`src/rtl/gate_a_collision_detect.sv`:
```
// Frog / gate A per-frame overlap detector: one collision pulse per hit, then a frame holdoff.
// Build option COLL_EARLY_HIT_EN: fire mid-frame as soon as the overlap count reaches MIN_PIXELS.
module gate_a_collision_detect #(
    parameter int MIN_PIXELS     = 4,
    parameter int CNT_W          = 11,
    parameter int HOLDOFF_FRAMES = 2
) (
    input  logic             CLK,
    input  logic             RESET,
    input  logic             enable,
    input  logic             startOfFrame,
    input  logic             frog_draw_req,
    input  logic             gateA_draw_req,
    output logic             collision,
    output logic             armed,
    output logic [CNT_W-1:0] overlap_count,
    output logic [7:0]       hit_total
);

    typedef enum logic [1:0] {IDLE, WAIT_SOF, ARMED, HOLDOFF} state_t;

    localparam int               HOLD_W    = (HOLDOFF_FRAMES < 1) ? 1 : $clog2(HOLDOFF_FRAMES + 1);
    localparam logic [HOLD_W-1:0] HOLD_INIT = HOLD_W'(HOLDOFF_FRAMES);
    localparam logic [CNT_W-1:0]  CNT_MAX   = '1;
    localparam logic [CNT_W-1:0]  MIN_CNT   = CNT_W'(MIN_PIXELS);

    state_t            state, state_d;
    logic [CNT_W-1:0]  cnt, cnt_d, cnt_next, ovl_d;
    logic [HOLD_W-1:0] holdoff, holdoff_d;
    logic              skip_dec, skip_dec_d;
    logic              coll_d;
    logic [7:0]        hit_total_d;
    logic              sample, hit, holdoff_step;

    assign sample = frog_draw_req & gateA_draw_req;

    // The cycle that carries startOfFrame belongs to the new frame.
    always_comb begin
        if (startOfFrame)
            cnt_next = sample ? CNT_W'(1) : '0;
        else if (sample && cnt != CNT_MAX)
            cnt_next = cnt + CNT_W'(1);
        else
            cnt_next = cnt;
    end

`ifdef COLL_EARLY_HIT_EN
    assign hit = enable && state == ARMED && sample && cnt_next == MIN_CNT
                 && (startOfFrame || cnt != MIN_CNT);
`else
    assign hit = enable && state == ARMED && startOfFrame && cnt >= MIN_CNT;
`endif

    assign holdoff_step = state == HOLDOFF && startOfFrame && !skip_dec;

    // State register; armed is decoded from the next state so it lines up with state.
    always_ff @(posedge CLK) begin
        // NOTE: sequential state uses non-blocking assignments so every register samples pre-edge values.
        if (RESET) begin
            state <= IDLE;
            armed <= 1'b0;
        end else begin
            state <= state_d;
            armed <= (state_d == ARMED);
        end
    end

    // Next-state logic; enable low overrides everything.
    always_comb begin
        // NOTE: default assignment first so no path leaves state_d unassigned (no latch).
        state_d = state;
        if (!enable) begin
            state_d = IDLE;
        end else begin
            case (state)
                IDLE:     state_d = WAIT_SOF;
                WAIT_SOF: if (startOfFrame) state_d = ARMED;
                ARMED:    if (hit && HOLDOFF_FRAMES != 0) state_d = HOLDOFF;
                HOLDOFF:  if (holdoff_step && holdoff <= HOLD_W'(1)) state_d = ARMED;
                default:  state_d = IDLE;
            endcase
        end
    end

    // Datapath and output next values.
    always_comb begin
        cnt_d       = cnt;
        ovl_d       = overlap_count;
        holdoff_d   = holdoff;
        skip_dec_d  = skip_dec;
        coll_d      = hit;
        hit_total_d = (hit && hit_total != 8'hFF) ? hit_total + 8'd1 : hit_total;

        if (!enable || state == IDLE) begin
            cnt_d      = '0;
            holdoff_d  = '0;
            skip_dec_d = 1'b0;
        end else begin
            cnt_d = cnt_next;
            if (startOfFrame) begin
                ovl_d      = cnt;
                skip_dec_d = 1'b0;
            end
            if (hit) begin
                holdoff_d = HOLD_INIT;
`ifdef COLL_EARLY_HIT_EN
                // The frame that produced the hit ends at the next SOF and does not count as holdoff.
                skip_dec_d = 1'b1;
`endif
            end else if (holdoff_step && holdoff != '0) begin
                holdoff_d = holdoff - HOLD_W'(1);
            end
        end
    end

    always_ff @(posedge CLK) begin
        if (RESET) begin
            cnt           <= '0;
            overlap_count <= '0;
            holdoff       <= '0;
            skip_dec      <= 1'b0;
            collision     <= 1'b0;
            hit_total     <= '0;
        end else begin
            cnt           <= cnt_d;
            overlap_count <= ovl_d;
            holdoff       <= holdoff_d;
            skip_dec      <= skip_dec_d;
            collision     <= coll_d;
            hit_total     <= hit_total_d;
        end
    end

endmodule

```
`config.mk`:
```
export PLATFORM = sky130hd
export DESIGN_NAME = gate_a_collision_detect
export DESIGN_NICKNAME = d
export VERILOG_FILES = /design/src/rtl/gate_a_collision_detect.sv
export SDC_FILE = /design/constraint.sdc
export NUM_CORES = 1
export LEC_CHECK = 0
export ABC_AREA = 1
export BUFFER_PORTS_ARGS = -buffer_cell sky130_fd_sc_hd__clkbuf_2
export CAP_MARGIN = 20
export CORE_MARGIN = 3
export CORE_UTILIZATION = 50
export CTS_BUF_LIST = sky130_fd_sc_hd__clkbuf_8 sky130_fd_sc_hd__clkbuf_16
export DETAILED_ROUTE_END_ITERATION = 16
export PLACE_DENSITY = 0.72
export SLEW_MARGIN = 20
export SYNTH_ARGS = -nofsm -noshare
export SYNTH_HDL_FRONTEND = slang
export SYNTH_SLANG_ARGS = --single-unit
```
`constraint.sdc`:
```
create_clock -name CLK -period 4 [get_ports CLK]
set_input_delay 1.2 -clock CLK [delete_from_list [all_inputs] [get_ports CLK]]
set_output_delay 1.2 -clock CLK [all_outputs]
set_load 0.05 [all_outputs]
```
==> results of run 1 <==
## layer usage
layer  GRT usage  vias up  share of wire
li1            -      881              -
met1       0.248      705           0.51
met2       0.308       38           0.43
met3      0.0564        4          0.051
met4      0.0544        0         0.0069
met5           0        -              0
## registers in the layout, summed over array words and instances (netlist names)
name / flops
collision: 1
state: 2
cnt: 11
armed: 1
hit_total: 8
overlap_count: 11
holdoff: 2
## stage by stage
step / instances / setup WS (ns) / instance area [µm²]
finish: 330 / 1.78 / 2000
global placement: 322 / 1.64 / 1910
global route: 330 / 1.68 / 2000
CTS: 330 / 1.77 / 2000
floorplan: 257 / 1.93 / 1750
detailed placement: 322 / 1.58 / 1910
## cell families (layout without fill, tap and decap cells)
family,count (synthesis),count (layout),synth area share
compound gates,46,46,0.133
flops,36,36,0.413
fa+ha+maj,5,5,0.0358
xor+xnor,1,1,0.00502
buf+inv,44,73,0.101
simple gates,125,125,0.312
## power breakdown
group          total (mW)  switching, mW  internal (mW)  leakage (nW)
sequential          0.367        0.00310          0.364         0.291
combinational      0.0426         0.0327        0.00983         0.486
clock               0.259          0.124          0.135        0.0538
## final cells by class
class | count | area [µm²] | area share
Multi-Input combinational cell | 177 | 850 | 0.426
Sequential cell | 36 | 721 | 0.361
Timing Repair Buffer | 27 | 138 | 0.0690
Inverter | 38 | 143 | 0.0715
Clock inverter | 2 | 7.51 | 0.00376
Clock buffer | 6 | 82.6 | 0.0414
Tap cell | 44 | 55.1 | 0.0276
## worst max path at each step
stage	from	end	slack, ns
global placement	startOfFrame	holdoff[1]$_SDFFE_PP0P_	1.64
CTS	hit_total[4]$_SDFFE_PP0P_	hit_total[4]	1.77
global route	RESET	cnt[9]$_SDFFE_PP0P_	1.68
floorplan	RESET	cnt[3]$_SDFFE_PP0P_	1.93
finish	hit_total[4]$_SDFFE_PP0P_	hit_total[4]	1.78
detailed placement	RESET	cnt[9]$_SDFFE_PP0P_	1.58
## placed cells by master (no fill, tap or decap), drive strengths merged
cell     n
a21boi   1
a21oi   25
buf      1
clkbuf  32
dfxtp   36
ha       5
inv     40
nand2   54
nand3   14
nand3b   1
nand4   10
nor2    38
nor3     7
nor4     1
o21ai   20
xor2     1
==> metrics.md, run 1 <==
| Metric | Value |
|---|---|
| Outcome | finished clean |
| Hold_sp | cnt[9]$_SDFFE_PP0P_ |
| Routability Congestion | 0.838 |
| EDFF count, synth | 0 |
| CTS Buf Count | 5 |
| Synthesized area | 1750 µm² |
| Layout Nets | 296 |
| WHS Endpoint | cnt[9]$_SDFFE_PP0P_ |
| Crit-path leading delay family | flip-flops |
| Post-synth top area share | 0.413 |
| Grt ovf | 0 |
| HPWL after DPL | 2730 µm |
| Reg2Reg Depth | 8 |
| Top cells by area, synth | dfxtp_1 41%, nand2_1 12%, inv_1 8.0% |
| #FFs+latches synth | 36 |
| Slew headroom | 0.715 |
| Top cells by count, synth | 54 x nand2_1, 37 x inv_1, 37 x nor2_1 |
| Peak supply drop | 0.240 mV |
| Asr flop ratio synth | 0 |
| CP max stage delay | 0.42 ns |
| Crit path max fanout | 6 |
| Clock Sinks | 36 |
| Chip Width | 65.1 µm |
| Max-cap violations | 0 |
| Cells after Synth | 257 |
| Largest net degree at the start of global routing | 23 |
| Row cnt | 20 |
| Final hold slack | 0.488 ns |
| Critical Path AT | 1.02 ns |
| Setup crit start kind | register |
| Core area | 3200 µm² |
| Hold/Removal Path Class | register to register |
| Final setup fails | 0 |
| Port Buffers | 26 |
| Synth cell types | 21 |
| Initial antenna violation count | 0 |
| Cell depth of the worst setup path | 1 |
| Clock Path Buffers | 2 |
| Initial Util | 0.545 |
| Post-route DRC | 0 |
| Worst hold stages | 2 |
| Most common cell in the netlist | nand2_1 |
| Antenna Cells | 0 |
| Leak Pwr | 0.831 nW |
| Via count | 1,628 |
| Final Hold Violating Endpoints | 0 |
| Vias in the first global route | 1,481 |
| First-pass GRT wire length | 6280 µm |
| CTS tree | done |
| Via/cell ratio | 4.93 |
| H-tree lvl count | 2 |
| Fmax | 450 MHz |
| Total track usage | 0.191 |
| Top FF cell, synth | dfxtp_1 |
| Drt first pass iters | 5 |
| DRT iter0 DRCs | 62 |
| Worst Path Required | 2.80 ns |
| Ratio of cells with drive above 1 in the final layout | 0.126 |
| Crit path capture type | output pin |
| Post-CTS sizing | 0 |
| Worst path bufs/invs | 1 |
| Core Util, Final | 0.623 |
| Fin Clk Skew | 0.00502 ns |
| Mapped Nets | 268 |
| CTS clk-pin slew, worst paths | 0.07 ns |
| Pwr Density | 335 nW/µm² |
| RSZ-0062 raised after global routing | no |
| Root Buffer | clkbuf_8 |
| Yosys top cell by area | dfxtp_1 |
| Beginning of the worst register-to-register path | cnt[0]$_SDFFE_PP0P_ |
| I/O Pins | 27 |
| Total negative slack | 0 ns |
| Period utilisation layout | 0.556 |
| WL final | 3620 µm |
| Slew Limit Fails | 0 |
| Wirelength per Cell | 11.0 µm |
| P&R area growth vs syn | 14.3% |
| Slowest-stage cell, CP | dfxtp_1 |
| Critical path class | register to output pin |
| Fin crit period | 2.22 ns |
| Seq/Total Area, Yosys | 0.413 |
| Die Height | 65.1 µm |
| Design Power | 0.669 mW |
| Remaining antenna violation count | 0 |
| Hold buffer count at CTS | 0 |
| FILL cells | 311 |
| Flop2flop setup slack | 2.17 ns |
| Setup Buffers After CTS | 0 |
| RR Endpoint | cnt[2]$_SDFFE_PP0P_ |
| Die area | 4240 µm² |
| Crit-path cells | clkbuf_2 |
| Mean Syn Cell Area | 6.80 µm² |
| Clock latency on the worst-skew pair | 0.29 ns |
| Yosys Warn Count | 0 |
| Worst-margin pin slew | 0.426 ns |
Note: power is estimated with default switching activity, not from simulation.
==> inputs of run 2 (changes only) <==
Settings changed: ABC_AREA 1 to 0, CORE_UTILIZATION 50 to 49, PLACE_DENSITY 0.72 to 0.74.
Clock period 4 ns to 1.9 ns, I/O delays scaled along.
==> metrics.md, run 2 <==
| Metric | Value |
|---|---|
| H-tree lvl count | 2 |
| Via count | 1,487 |
| Initial Util | 0.523 |
| DRT iter0 DRCs | 93 |
| #FFs+latches synth | 36 |
| Row cnt | 20 |
| Worst Setup SP | cnt[0]$_SDFFE_PP0P_ |
| First-pass GRT wire length | 6150 µm |
| Top Registers | cnt x11, overlap_count x11, hit_total x8 |
| Slew Limit Fails | 0 |
| Most common cell in the netlist | dfxtp_1 |
| Routability Congestion | 0.802 |
| Grt ovf | 0 |
| RSZ-0062 raised after global routing | no |
| Layout Nets | 233 |
| Post-route DRC | 0 |
| Top FF cell, synth | dfxtp_1 |
| Seq/Total Area, Yosys | 0.444 |
| Fin Clk Skew | 0.00685 ns |
| Most common cell after layout, fill and taps aside | dfxtp_1 |
| Antenna Cells | 0 |
| Via/cell ratio | 5.59 |
| Top cells by count, synth | 36 x dfxtp_1, 25 x nor2_1, 21 x a21oi_1 |
| P&R area growth vs syn | 19.4% |
| CTS Buf Count | 5 |
| Initial antenna violation count | 0 |
| Fmax | 565 MHz |
| Most frequent cells in the layout | 36 x dfxtp_1, 26 x clkbuf_2, 24 x nor2_1 |
| Critical Path AT | 1.97 ns |
| Die area | 4040 µm² |
| Outcome | finished clean |
| Mean Syn Cell Area | 8.78 µm² |
| Post-synth top area share | 0.444 |
| Hold buffer count at CTS | 0 |
| Ratio of cells with drive above 1 in the final layout | 0.221 |
| Cells after Synth | 185 |
| Fin crit period | 1.77 ns |
| Crit path max fanout | 6 |
| Placed instance area | 1860 µm² |
| Period utilisation layout | 0.932 |
| Drt first pass iters | 4 |
| Worst-margin pin slew | 0.540 ns |
| Setup WS post-layout | 0.130 ns |
| Final setup fails | 0 |
| Root Buffer | clkbuf_8 |
| Placement Setup Slack | -0.00460 ns |
| Clock Path Buffers | 2 |
| I/O Pins | 27 |
| CTS tree | done |
| Chip Width | 63.6 µm |
| Worst Path Required | 2.10 ns |
| Remaining antenna violation count | 0 |
| Hold_sp | overlap_count[1]$_SDFFE_PP0P_ |
| Total negative slack | 0 ns |
| Die Height | 63.6 µm |
| Mapped Nets | 196 |
| CTS clk-pin slew, worst paths | 0.07 ns |
| Non-Filler Instances | 266 |
| Core area | 3100 µm² |
| Port Buffers | 26 |
| Wirelength per Cell | 13.2 µm |
| Top cells by area, synth | dfxtp_1 44%, a21oi_1 6.5%, nor2_1 5.8% |
| Yosys Warn Count | 0 |
| Critical path class | register to register |
| Slew headroom | 0.630 |
| Largest net degree at the start of global routing | 22 |
| Final hold slack | 0.484 ns |
| EDFF count, synth | 0 |
| Beginning of the worst register-to-register path | cnt[0]$_SDFFE_PP0P_ |
| Final Hold Violating Endpoints | 0 |
| Hold/Removal Path Class | register to register |
| Max-cap violations | 0 |
| Leak Pwr | 0.768 nW |
| Synth cell types | 40 |
| Peak supply drop | 0.525 mV |
| Pwr Density | 668 nW/µm² |
| WL final | 3500 µm |
| Setup crit start kind | register |
| Dpl cells | 259 |
| Synthesized area | 1620 µm² |
| HPWL after DPL | 2620 µm |
| Clock Sinks | 36 |
| Crit path capture type | register |
| Vias in the first global route | 1,448 |
| Flop2flop setup slack | 0.13 ns |
| Clock latency on the worst-skew pair | 0.28 ns |
| Asr flop ratio synth | 0 |
| Yosys top cell by area | dfxtp_1 |
| Total track usage | 0.191 |
| Fin area | 1940 µm² |
[run 2: logic make-up after synthesis]
family,count (synthesis),synth area share
AOI/OAI and AO/OA,44,0.166
xor gates and xnor gates,3,0.0162
adders and majority gates,5,0.0385
buffers and inverters,13,0.0339
DFF,36,0.444
muxes,10,0.0624
and+or+nand+nor,74,0.240
[run 2: per-stage QoR]
stage	util	power (mW)
3_3_place_gp	0.599	0.822
3_5_place_dp	0.599	0.823
4_1_cts	0.624	1.31
2_1_floorplan	-	0.806
6_report	0.625	1.30
5_1_grt	0.625	1.35
[run 2: worst max-delay path, stage by stage (launching register included)]
cell	delay, ns
dfxtp_1	0.36
ha_1	0.24
and3_1	0.20
a311o_1	0.37
or3_1	0.36
a21oi_1	0.16
[run 2: what timing repair did]
item                                    CTS  global route
setup buffers                             0             0
endpoints found under the setup margin    0             1
gates resized for setup                   0             1
[run 2: per-layer routing]
metal  vias up  wire, µm  GRT usage  part of all wire
met5         -         0          0                 0
met4         0        65     0.0701             0.019
met3         8       164     0.0642             0.047
met2        32      1760      0.342              0.50
met1       701      1510      0.208              0.43
li1        746         -          -                 -
[run 2: report_power, final]
| part | internal, mW | total, mW | switching (mW) |
|---|---|---|---|
| sequential | 0.757 | 0.760 | 0.00303 |
| clock | 0.243 | 0.489 | 0.245 |
| combinational | 0.0180 | 0.0463 | 0.0283 |
[run 2: final cells by class]
| cell class | instances | area, µm² |
|---|---|---|
| Sequential cell | 36 | 721 |
| Fill cell | 298 | 1160 |
| Inverter | 6 | 22.5 |
| Clock buffer | 5 | 68.8 |
| Tap cell | 44 | 55.1 |
| Multi-Input combinational cell | 136 | 851 |
| Clock inverter | 2 | 8.76 |
| Timing Repair Buffer | 37 | 213 |
[run 2: final timing paths]
path                                   endpoint  depth (start not counted)
setup / recovery            cnt[9]$_SDFFE_PP0P_                          5
hold reg to reg   overlap_count[1]$_SDFFE_PP0P_                          2
hold / removal    overlap_count[1]$_SDFFE_PP0P_                          2
setup reg to reg            cnt[9]$_SDFFE_PP0P_                          5
